`config.mk`:
```
export PLATFORM = sky130hd
export DESIGN_NAME = instr_loader
export DESIGN_NICKNAME = d
export VERILOG_FILES = /design/src/rtl/nanorisc_pkg.sv /design/src/rtl/instr_loader.sv
export SDC_FILE = /design/constraint.sdc
export NUM_CORES = 1
export LEC_CHECK = 0
export CAP_MARGIN = 20
export CORE_ASPECT_RATIO = 0.75
export CORE_MARGIN = 4
export CORE_UTILIZATION = 30
export DETAILED_ROUTE_END_ITERATION = 10
export GPL_ROUTABILITY_DRIVEN = 1
export HOLD_SLACK_MARGIN = 0.15
export PLACE_DENSITY = 0.7
export SYNTH_ARGS = -nofsm -noshare
export SYNTH_HDL_FRONTEND = slang
export SYNTH_SLANG_ARGS = --single-unit
```
`constraint.sdc`:
```
create_clock -name clk -period 1.24 [get_ports clk]
set_input_delay 0.186 -clock clk [delete_from_list [all_inputs] [get_ports clk]]
set_output_delay 0.186 -clock clk [all_outputs]
set_load 0.1 [all_outputs]
```
`src/rtl/nanorisc_pkg.sv`:
```
// Shared nanorisc definitions: instruction opcodes, opcode field placement
// and the program-loader state type used by the control unit and the loader.
package nanorisc_pkg;

  localparam int OPC_W = 3;

  typedef enum logic [OPC_W-1:0] {
    OP_SUM  = 3'b000,
    OP_SUB  = 3'b001,
    OP_MUL  = 3'b010,
    OP_LWI  = 3'b011,
    OP_SWI  = 3'b100,
    OP_BNE  = 3'b101,
    OP_HALT = 3'b110,
    OP_SEND = 3'b111
  } opcode_e;

  typedef enum logic [1:0] {
    ST_IDLE  = 2'd0,
    ST_LOAD  = 2'd1,
    ST_DONE  = 2'd2,
    ST_ERROR = 2'd3
  } loader_state_e;

  // The opcode sits in the top OPC_W bits of an instruction word.
  function automatic logic [OPC_W-1:0] opcode_of8(input logic [7:0] instr);
    return instr[7 -: OPC_W];
  endfunction

endpackage

```
`src/rtl/instr_loader.sv`:
```
// Streams a program from an upstream valid/ready source into instruction
// memory, releasing the CPU once a halt word lands.
module instr_loader
  import nanorisc_pkg::*;
#(
  parameter int ADDR_W  = 5,
  parameter int INSTR_W = 8
) (
  input  logic               clk,
  input  logic               reset,
  input  logic               start,
  input  logic               in_valid,
  input  logic [INSTR_W-1:0] in_data,
  output logic               in_ready,
  output logic               mem_we,
  output logic [ADDR_W-1:0]  mem_addr,
  output logic [INSTR_W-1:0] mem_wdata,
  output logic               cpu_run,
  output logic               busy,
  output logic               overflow,
  output logic [ADDR_W:0]    word_count,
  output loader_state_e      state_dbg
);

  localparam logic [ADDR_W:0] LAST_ADDR = (ADDR_W+1)'((1 << ADDR_W) - 1);

  loader_state_e state;
  logic          xfer;
  logic          is_halt;

  // Handshake: a word moves when in_valid && in_ready on a rising edge.
  // in_ready depends only on state, never on in_valid; the source must hold
  // in_data stable while in_valid is high and in_ready is low.
  assign in_ready  = (state == ST_LOAD);
  assign busy      = (state == ST_LOAD);
  assign xfer      = in_valid && in_ready;
  assign is_halt   = (opcode_e'(in_data[INSTR_W-1 -: OPC_W]) == OP_HALT);
  assign state_dbg = state;

  always_ff @(posedge clk) begin
    if (reset) begin
      state      <= ST_IDLE;
      mem_we     <= 1'b0;
      mem_addr   <= '0;
      mem_wdata  <= '0;
      cpu_run    <= 1'b0;
      overflow   <= 1'b0;
      word_count <= '0;
    end else begin
      mem_we <= 1'b0;
      case (state)
        ST_IDLE, ST_DONE, ST_ERROR: begin
          if (start) begin
            state      <= ST_LOAD;
            cpu_run    <= 1'b0;
            overflow   <= 1'b0;
            word_count <= '0;
          end
        end
        ST_LOAD: begin
          if (xfer) begin
            mem_we     <= 1'b1;
            mem_addr   <= word_count[ADDR_W-1:0];
            mem_wdata  <= in_data;
            word_count <= word_count + 1'b1;
            // Halt takes priority so a halt in the last slot still completes.
            if (is_halt) begin
              state   <= ST_DONE;
              cpu_run <= 1'b1;
            end else if (word_count == LAST_ADDR) begin
              state    <= ST_ERROR;
              overflow <= 1'b1;
            end
          end
        end
        default: state <= ST_IDLE;
      endcase
    end
  end

endmodule

```
# [Word level (Yosys, flattened, before mapping)]
# Cells that the tools add are included.
[totals] register_bits=24 inputBits=12
[op_classes] n_addsub=1 eq_ne=11 mux=17 bitwise_logic=1 n_reduce_logical=9
[op_table] cell="$mux 6" count=2
[op_table] cell="$pmux 6 s2" count=1
[op_table] cell="$mux 2" count=4
[op_table] cell="$mux 1" count=7
[op_table] cell="$add 6x1->6 const B" count=1
[op_table] cell="$eq 6x5->1 const B" count=1
[op_table] cell="$ne 2x1->1 const B" count=3
[op_table] cell="$reduce_and 3->1" count=2
[op_table] cell="$eq 2x2->1 const B" count=2
[op_table] cell="$ne 2x2->1 const B" count=2
[op_table] cell="$pmux 1 s2" count=2
[op_table] cell="$pmux 2 s2" count=1
[op_table] cell="$reduce_and 2->1" count=2
[op_table] cell="$reduce_and 4->1" count=1
[op_table] cell="$eq 3x3->1 const B" count=1
[op_table] cell="$ne 3x1->1 const B" count=1
[op_table] cell="$reduce_or 3->1" count=1
[op_table] cell="$eq 2x1->1 const B" count=1
[op_table] cell="$logic_not 2->1" count=1
[op_table] cell="$reduce_or 2->1" count=1
[op_table] cell="$logic_and 1x1->1" count=1
[op_table] cell="$not 1->1" count=1

# [Depth between registers and ports, before layout]
# Gate-level depths: netlist of the first run.
[logic_depth] word_depth=5 ltp_mapped=6 depth_no_buf=5

# [Worst setup path after synthesis of the first run]
# OpenSTA, ideal clock, no wires.
[synth_path] path_type="reg2reg" from="register state[0], in the netlist state_dbg[0]" to="register mem_wdata[7]" setup_time_ps=132 t_arrival_ps=2021 t_required_ps=1108 slack_ps=-913 stages_incl_launch_ff=7 period_less_slack_ps=2153 cell_sequence="dfxtp_1 -> nor2b_1 -> buf_4 -> nand2_2 -> buf_4 -> nand2_1 -> a21oi_1"
[synth_via] elab_chain_cells=3
[synth_lines] element="start, declared" line_no="instr_loader.sv:27" text="loader_state_e state;"
[synth_lines] element="start signal, assigned" line_no="instr_loader.sv:42" text="state <= ST_IDLE;"
[synth_lines] element="start signal, assigned" line_no="instr_loader.sv:54" text="state <= ST_LOAD;"
[synth_lines] element="start signal, assigned" line_no="instr_loader.sv:68" text="state <= ST_DONE;"
[synth_lines] element="$eq 2x1->1 *"
[synth_lines] element="via busy" line_no="instr_loader.sv:19" text="output logic busy,"
[synth_lines] element="$logic_and 1x1->1" line_no="instr_loader.sv:36" text="assign xfer = in_valid && in_ready;"
[synth_lines] element="$reduce_and 2->1 (no source line) *"
[synth_lines] element="end signal, assigned" line_no="instr_loader.sv:64" text="mem_wdata <= in_data;"
[synth_lines] element="end, declared" line_no="instr_loader.sv:17" text="output logic [INSTR_W-1:0] mem_wdata,"
# The timed path passes the listed nets; every way through them passes the cells marked *.
# A chain may end at the register's enable or synchronous reset.

# [Worst setup path after layout of the first run]
[layout_path] from="register state[0], in the netlist state_dbg[0]" to="output port busy"
[layout_via] elab_chain_cells=1
[layout_lines] element="$eq 2x1->1" line_no="instr_loader.sv:35" text="assign busy = (state == ST_LOAD);"
[layout_lines] element="end, declared" line_no="instr_loader.sv:19"
# No other way between the ends.

==> impl_metrics.toml, run 1 <==
[place]
dpl.hpwl_um = 2190
gp_congestion = 0.790
portBuffers = 37

[final_layout]
nNetsFinal = 187
area_growth_syn_to_layout_pct = 101
fin_util_pct = 64.4
drive_gt1_share_pct = 41.6
antennaDiodeCount = 0

[yosys]
syn_avg_cell_area_um2 = 8.42
synth_area_leaders = "dfxtp_1, nand2_1, a21oi_1"
synth_edf_count = 0
yosysWarnings = 0
async_flop_share_pct = 0
synth_top_flop_cell = "dfxtp_1"
synth_fp_nets = 128
yosysMostFrequentCell = "nand2_1"
synth_area_um2 = 968
ys_ff_latch = 24
synth_commonest_cells = "nand2_1, dfxtp_1, a21oi_1"
syn_inst = 115
synth.largest_area_cell = "dfxtp_1"
synth_top_area_share_pct = 49.6
ys_seq_area_share_pct = 49.6
synth_cell_types = 28

[worst_setup_path]
cpLargestDelayFamily = "flip-flops"
r2r-start = "state_dbg[0]"
critical_path_peak_fanout = 4
worstSetupStartpoint = "state_dbg[0]"
slowest_stage = "dfxtp_4"
crit_chain = "nor2b_4 > buf_6 > buf_12"
slowest_delay_ps = 360
endpoint_kind = "primary output"
cp.arrival_ps = 1110
cp-start-kind = "flip-flop"
required_ps = 1050
crit_buf_inv = 2
crit_type = "flip-flop to primary output"

[routing]
wl_per_cell_um = 13.9
route.met2.wl_um = 1580
top_layer = "met4"
drt_wl_total_um = 2930
via_per_inst = 4.85
vias = 1024
drc_errors = 0
first_pass_iters = 4
ant_nets = 0
route.met3.wl_um = 127
drtIter0Drc = 36
met1_length_um = 1170

[clock_network]
clkSinkCount = 24
cts_buffers = 3
cts_tree = "done"
clk_path_buf_depth = 2
root_buffer = "clkbuf_8"
clk-insertion-delay-late_ps = 270
hold_buffers = 0
clkTransAtPathRegs_ps = 90
htree_levels = 1

[die]
die_h_um = 57.2
fp.dieW_um = 73.6
die_area_mm2 = 0.00421
ios = 38
initial_utilization_pct = 32.1
core_area_mm2 = 0.00302
rows = 17

[power_and_ir_drop]
power.share.clock_pct = 34.4
peakVddDrop_v = 0.000640
p_comb_share_pct = 24.8
cellLeakagePower_nw = 0.778
swShare_pct = 27.9
power_density_mw_per_mm2 = 1010
switching_power_mw = 0.548
p_seq_share_pct = 40.8
internal_power_mw = 1.42

[timing]
max_freq_mhz = 771
finalSetupViolations = 5
hold-worst-slack_ps = 437
relSlewSlack_pct = 84.1
worst_slew_pin_slew_ps = 238
finalCriticalPeriod_ps = 1300
fin_crit_sh_pct = 105
finalHoldViolations = 0
slew_viol_final = 0
rsz0062_at_grt = "true"
fin_worst_skew_ps = 9.50
worst_slack_ps = -56.2

[run_status]
violations = "setup timing"
outcome = "complete, but fails checks"

[global_routing]
grt_usage_pct = 14.2
grt_max_degree = 19
grt_overflow_total = 0
grt_pass1_wl_um = 4670
grt_antenna_before_repair = 0
grt_pass1_vias = 997

[flow_run]
cap_viol_max_count = 0

[hold_path]
hold_start = "in_valid"
min_path_type = "input port to flip-flop"
[logic make-up after synthesis]
family                     after synthesis  share of synthesized area, %
and+or+nand+nor                         53                          24.9
AOI/OAI and AO/OA                       28                          17.7
buffers and inverters                    7                          4.65
adders and majority gates                1                          1.29
xor gates and xnor gates                 2                          1.81
DFF                                     24                          49.6
[power groups by stage]
| stage | registers [mW] | logic (mW) | clock network, mW |
|---|---|---|---|
| after floorplan | 0.950 | 0.134 | 0 |
| after global placement | 0.821 | 0.446 | 0 |
| after detailed placement | 0.822 | 0.453 | 0 |
| after CTS | 0.804 | 0.473 | 0.689 |
| after global routing | 0.806 | 0.507 | 0.718 |
| final | 0.803 | 0.488 | 0.676 |
[layout by cell type (no fill, tap or decap), types with 2 or more instances in the layout]
cell type / instances
a21oi_1: 17
buf_12: 26
buf_4: 21
buf_6: 3
clkbuf_8: 3
clkdlybuf4s50_1: 10
dfxtp_1: 16
dfxtp_2: 4
dfxtp_4: 4
nand2_1: 29
nor2_1: 10
nor3_1: 2
o2111ai_1: 2
xor2_1: 2
[state kept, by name (all words and copies together), names as in the netlist]
register,flops
cpu_run,1
mem_addr,5
word_count,6
overflow,1
mem_wdata,8
mem_we,1
state_dbg,2
[per-stage QoR]
stage	instances	total power [mW]	TNS, ps	instance area (um^2)	setup WS (ps)
floorplan	115	1.08	-3730	1030	-197
global placement	202	1.27	-2810	1790	-236
detailed placement	202	1.28	-3830	1790	-304
CTS	210	1.97	-101	1910	-40.1
global route	211	2.03	-927	1940	-97.5
finish	211	1.97	-141	1940	-56.2
[final timing paths]
check / endpoint / slack, ps / cells after the start
min: mem_we / 440 / 4
max reg2reg: mem_wdata[0] / -10 / 5
min reg2reg: mem_wdata[2] / 490 / 2
max: busy / -60 / 3
[cell type report]
type,instances,area [um^2]
Sequential cell,24,500
Timing Repair Buffer,61,825
Fill cell,236,1080
Clock buffer,3,41.3
Tap cell,38,47.5
Clock inverter,1,30.0
Multi-Input combinational cell,84,500
[routing by layer]
| layer | vias up | GRT usage (%) |
|---|---|---|
| met3 | 6 | 4.23 |
| met1 | 482 | 15.9 |
| li1 | 508 | - |
| met5 | - | 0 |
| met2 | 28 | 25.6 |
| met4 | 0 | 4.39 |
[repair_timing]
action | CTS | global route
gates resized for setup | 6 | 6
pin swaps | 2 | 7
endpoints found under the setup margin | 15 | 20
buffers inserted | 4 | 1
hold endpoints to repair | 0 | 0
[tightest hold or removal path, stage by stage]
cell and delay (ps):
dlymetal6s2s_1 150, buf_4 170, nand2_8 110, nor2_1 50
(Power assumes the default switching activity.)
==> inputs of run 2 (changes only) <==
--- a/config.mk
+++ b/config.mk
@@ -8,11 +8,12 @@
 export CAP_MARGIN = 20
 export CORE_ASPECT_RATIO = 0.75
 export CORE_MARGIN = 4
-export CORE_UTILIZATION = 30
+export CORE_UTILIZATION = 38
 export DETAILED_ROUTE_END_ITERATION = 10
 export GPL_ROUTABILITY_DRIVEN = 1
 export HOLD_SLACK_MARGIN = 0.15
-export PLACE_DENSITY = 0.7
+export PLACE_DENSITY = 0.83
+export SLEW_MARGIN = 10
 export SYNTH_ARGS = -nofsm -noshare
 export SYNTH_HDL_FRONTEND = slang
 export SYNTH_SLANG_ARGS = --single-unit
==> run 2 against run 1 <==
The run still ends with setup timing left. Critical path depth unchanged. Routed wire length is 4.5% higher. Final cell count down 3.3%. Cell area shrank 1.5%. Worst setup slack got worse by 48 ps. Utilization increased by 17 points. Via count is 4.4% higher. Register-to-register slack about the same. Maximum frequency fell by 3.5%. Clock power fell by 48%. Sequential share of layout area up 0.52 points. Die area decreased by 19%. Largest cell class unchanged. Largest power group unchanged.
==> impl_metrics.toml, run 2 (same netlist as run 1, synthesis figures left out) <==
[final_layout]
nNetsFinal = 184
largest_register = "mem_wdata"
mostFrequentLayoutCell = "nand2_1"
area_growth_syn_to_layout_pct = 97.8
drive_gt1_share_pct = 40.6
largest_reg_flops = 8
antennaDiodeCount = 0
mostFrequentLayoutCells = "nand2_1, buf_12, a21oi_1, dfxtp_1, buf_4"
top_regs = "mem_wdata x8, word_count x6, mem_addr x5"

[power_and_ir_drop]
power_density_mw_per_mm2 = 865
cellLeakagePower_nw = 0.738
peakVddDrop_v = 0.000805

[routing]
first_pass_iters = 4
drc_errors = 0
ant_nets = 0
via_per_inst = 5.24
drt_wl_total_um = 3060
drtIter0Drc = 49
vias = 1069
wl_per_cell_um = 15.0

[worst_setup_path]
cp-start-kind = "flip-flop"
reg2reg_to = "word_count[4]"
r2r-start = "state_dbg[1]"
endpoint_kind = "primary output"
r2r.worst_path.cells = 4
cp.arrival_ps = 1160
crit_type = "flip-flop to primary output"
critical_path_peak_fanout = 4
reg2reg_slack_ps = -20
required_ps = 1050

[clock_network]
clk_path_buf_depth = 2
clk-insertion-delay-late_ps = 320
hold_buffers = 0
cts_tree = "done"
root_buffer = "clkbuf_4"
htree_levels = 1
clkTransAtPathRegs_ps = 120
clkSinkCount = 24
cts_buffers = 3

[timing]
finalHoldViolations = 0
finalSetupViolations = 6
worst_slew_pin_slew_ps = 221
finalCriticalPeriod_ps = 1340
fin_worst_skew_ps = 3.77
fin_crit_sh_pct = 108
relSlewSlack_pct = 85.3
worst_slack_ps = -104
rsz0062_at_grt = "true"
slew_viol_final = 0
max_freq_mhz = 744
fin_setup_tns_ps = -241

[hold_path]
min_path_type = "input port to flip-flop"
worstHoldEndpoint = "mem_wdata[1]"
min_path_cells = 3
hold_start = "in_data[1]"

[global_routing]
grt_usage_pct = 18.4
grt_antenna_before_repair = 0
grt_pass1_vias = 1039
grt_pass1_wl_um = 4760
grt_overflow_total = 0
grt_max_degree = 14

[place]
dpl.hpwl_um = 2150
portBuffers = 37
gp_congestion = 0.751
pre_cts_slack_ps = -293

[die]
fp.dieW_um = 66.3
rows = 15
core_area_mm2 = 0.00236
initial_utilization_pct = 41.0
die_h_um = 51.7
ios = 38
die_area_mm2 = 0.00343

[run_status]
outcome = "complete, but fails checks"
violations = "setup timing"

[flow_run]
cap_viol_max_count = 0
==> run 2: changes by cell type in the layout (fill, tap and decap cells not counted), sizes merged <==
cell           before  now
buf                50   45
nand2              30   32
bufinv              1    0
clkdlybuf4s50      10   11
clkinv              0    1
dlymetal6s2s        1    0
==> run 2: power by group <==
part | total, mW | switching (mW) | leakage, nW | internal, mW
clock | 0.353 | 0.235 | 0.0154 | 0.118
combinational | 0.502 | 0.299 | 0.523 | 0.202
sequential | 0.803 | 0.0205 | 0.200 | 0.783
total | 1.66 | 0.554 | 0.738 | 1.10
==> run 2: cell type report <==
cell class                 count  area (um^2)
timing repair buffer          56          801
multi-input combinational     86          543
sequential                    24          503
fill                         143          449
tap                           34         42.5
clock buffer                   3         22.5
clock inverter                 1         3.75
==> run 2: through the flow <==
step                      area, um^2  hold slack, ps  utilization [%]  total power, mW  cells
after floorplan                 1030             322                -             1.08    115
after global routing            1920             403             81.0             1.72    204
after CTS                       1840             398             77.8             1.64    202
final                           1920             410             81.0             1.66    204
after detailed placement        1760             484             74.2             1.27    193
after global placement          1760             475             74.2             1.26    193
==> run 2: critical path, cell delays in order (launching register included) <==
cell     delay [ps]
dfxtp_4         390
nor2b_4         160
buf_6           130
buf_12          170
==> run 2: how the worst max path moves through the flow <==
stage,start,endpoint,slack [ps],depth (start not counted)
floorplan,state_dbg[0],word_count[0],-200,5
global placement,in_valid,word_count[4],-240,5
detailed placement,in_valid,word_count[5],-290,5
CTS,state_dbg[0],busy,-100,3
global route,state_dbg[0],busy,-150,3
finish,state_dbg[0],busy,-100,3
==> run 2: timing repair <==
item	4_1_cts	5_1_grt
endpoints found under the setup margin	18	22
cloned	1	1
resized for setup	4	12
hold endpoints to repair	0	0
buffers inserted	4	1
pin swaps	4	8
==> run 2: routing by layer <==
layer,share of wire [%],track usage (%),vias to the layer above
met5,0,0,-
met4,1.0,5.07,0
met3,12,8.42,5
met2,47,32.0,60
met1,40,20.1,498
li1,-,-,506
==> inputs of run 3 (changes only) <==
--- a/config.mk
+++ b/config.mk
@@ -12,7 +12,7 @@
 export DETAILED_ROUTE_END_ITERATION = 10
 export GPL_ROUTABILITY_DRIVEN = 1
 export HOLD_SLACK_MARGIN = 0.15
-export PLACE_DENSITY = 0.83
+export PLACE_DENSITY = 0.74
 export SLEW_MARGIN = 10
 export SYNTH_ARGS = -nofsm -noshare
 export SYNTH_HDL_FRONTEND = slang
==> run 3 against run 2 <==
The flow still finishes with violations (setup timing). Global-route usage up 1.9 points. Via count up 3.9%. Register-to-register slack worse by 90 ps. First-iteration DRC count up 63%. Clock power up 2%. Cell area up 3.5%. Total power up 2.1%. Critical path depth unchanged. Combinational power up 4.8%. Critical endpoint unchanged. Sequential power up 0.5%.
==> impl_metrics.toml, run 3 (same netlist as run 1, synthesis figures left out) <==
[place]
gp_congestion = 0.882
portBuffers = 37
dpl-instance-area_mm2 = 0.00179
pre_cts_slack_ps = -324
dpl.hpwl_um = 2290
placed_cells_incl_taps = 199

[die]
ios = 38
core_area_mm2 = 0.00236
fp.dieW_um = 66.3
die_h_um = 51.7
die_area_mm2 = 0.00343
rows = 15
initial_utilization_pct = 41.0

[global_routing]
grt_usage_pct = 20.3
grt_pass1_wl_um = 5240
grt_antenna_before_repair = 0
grt_overflow_total = 0
grt_max_degree = 14
grt_pass1_vias = 1076

[final_layout]
fill_cells = 122
largest_reg_flops = 8
mostFrequentLayoutCells = "nand2_1, buf_12, dfxtp_1, buf_4, clkdlybuf4s50_1"
drive_gt1_share_pct = 48.0
mostFrequentLayoutCell = "nand2_1"
fin_util_pct = 83.9
final_cell_area_mm2 = 0.00198
instances_no_fill = 209
antennaDiodeCount = 0
top_regs = "mem_wdata x8, word_count x6, mem_addr x5"
nNetsFinal = 189
area_growth_syn_to_layout_pct = 105
largest_register = "mem_wdata"

[power_and_ir_drop]
cellLeakagePower_nw = 0.769
peakVddDrop_v = 0.000839
power_density_mw_per_mm2 = 854
p_total_mw = 1.69

[worst_setup_path]
cpLargestDelayFamily = "flip-flops"
crit_chain = "nor2b_4 > buf_6 > buf_12"
slowest_stage = "dfxtp_4"
critical_path_peak_fanout = 4
reg2reg_slack_ps = -110
crit_type = "flip-flop to primary output"
slowest_delay_ps = 380
cp.arrival_ps = 1180
required_ps = 1050
cp-start-kind = "flip-flop"
crit_buf_inv = 2
endpoint_kind = "primary output"

[clock_network]
clk-insertion-delay-late_ps = 320
hold_buffers = 0
root_buffer = "clkbuf_4"
clkTransAtPathRegs_ps = 130
htree_levels = 1
cts_tree = "done"
clkSinkCount = 24
cts_buffers = 3
clk_path_buf_depth = 2

[timing]
finalSetupViolations = 18
fin_setup_tns_ps = -804
hold-worst-slack_ps = 406
finalHoldViolations = 0
fin_worst_skew_ps = 1.73
relSlewSlack_pct = 84.4
max_freq_mhz = 731
fin_crit_sh_pct = 110
finalCriticalPeriod_ps = 1370
slew_viol_final = 0
rsz0062_at_grt = "true"
worst_slack_ps = -128
worst_slew_pin_slew_ps = 232

[routing]
first_pass_iters = 4
drtIter0Drc = 80
via_per_inst = 5.32
vias = 1111
drt_wl_total_um = 3600
drc_errors = 0
ant_nets = 0
wl_per_cell_um = 17.2

[run_status]
outcome = "complete, but fails checks"
violations = "setup timing"

[hold_path]
min_path_type = "input port to flip-flop"

[flow_run]
cap_viol_max_count = 0
-- run 3: report_power, final --
group	internal (mW)	leakage [nW]	switching, mW
registers	0.785	0.200	0.0215
logic	0.215	0.555	0.312
clock network	0.126	0.0150	0.234
total	1.13	0.769	0.567
-- run 3: what timing repair did --
item | 4_1_cts | 5_1_grt
buffers inserted | 1 | 2
pin swaps | 5 | 6
cloned | 2 | 1
setup endpoints to repair | 22 | 28
gates resized for setup | 8 | 22
-- run 3: area by class of cell --
type	instances	area [um^2]	area share, %
timing repair buffer	61	845	42.6
sequential	24	500	25.2
multi-input combinational	86	569	28.7
clock buffer	4	26.3	1.32
tap	34	42.5	2.15
-- run 3: worst register-to-register path, delay by kind of cell, from the launching register on --
kind | cells | cell delay [ps]
DFF | 1 | 380
and+or+nand+nor | 2 | 520
xor gates and xnor gates | 1 | 210
AOI/OAI and AO/OA | 1 | 150
-- run 3: final timing paths --
| check | from | endpoint | cells past startpoint |
|---|---|---|---|
| min | in_data[3] | mem_wdata[3] | 3 |
| max reg2reg | state_dbg[1] | word_count[5] | 4 |
| min reg2reg | mem_addr[2] | mem_addr[2] | 2 |
| max | state_dbg[0] | busy | 3 |
-- run 3: layer usage --
metal  GRT usage [%]  share of wire (%)  vias up
met5               0                  0        -
met2            33.9                 50       43
met3            5.40                6.4       12
met1            25.0                 41      535
li1                -                  -      521
met4            7.43                2.6        0
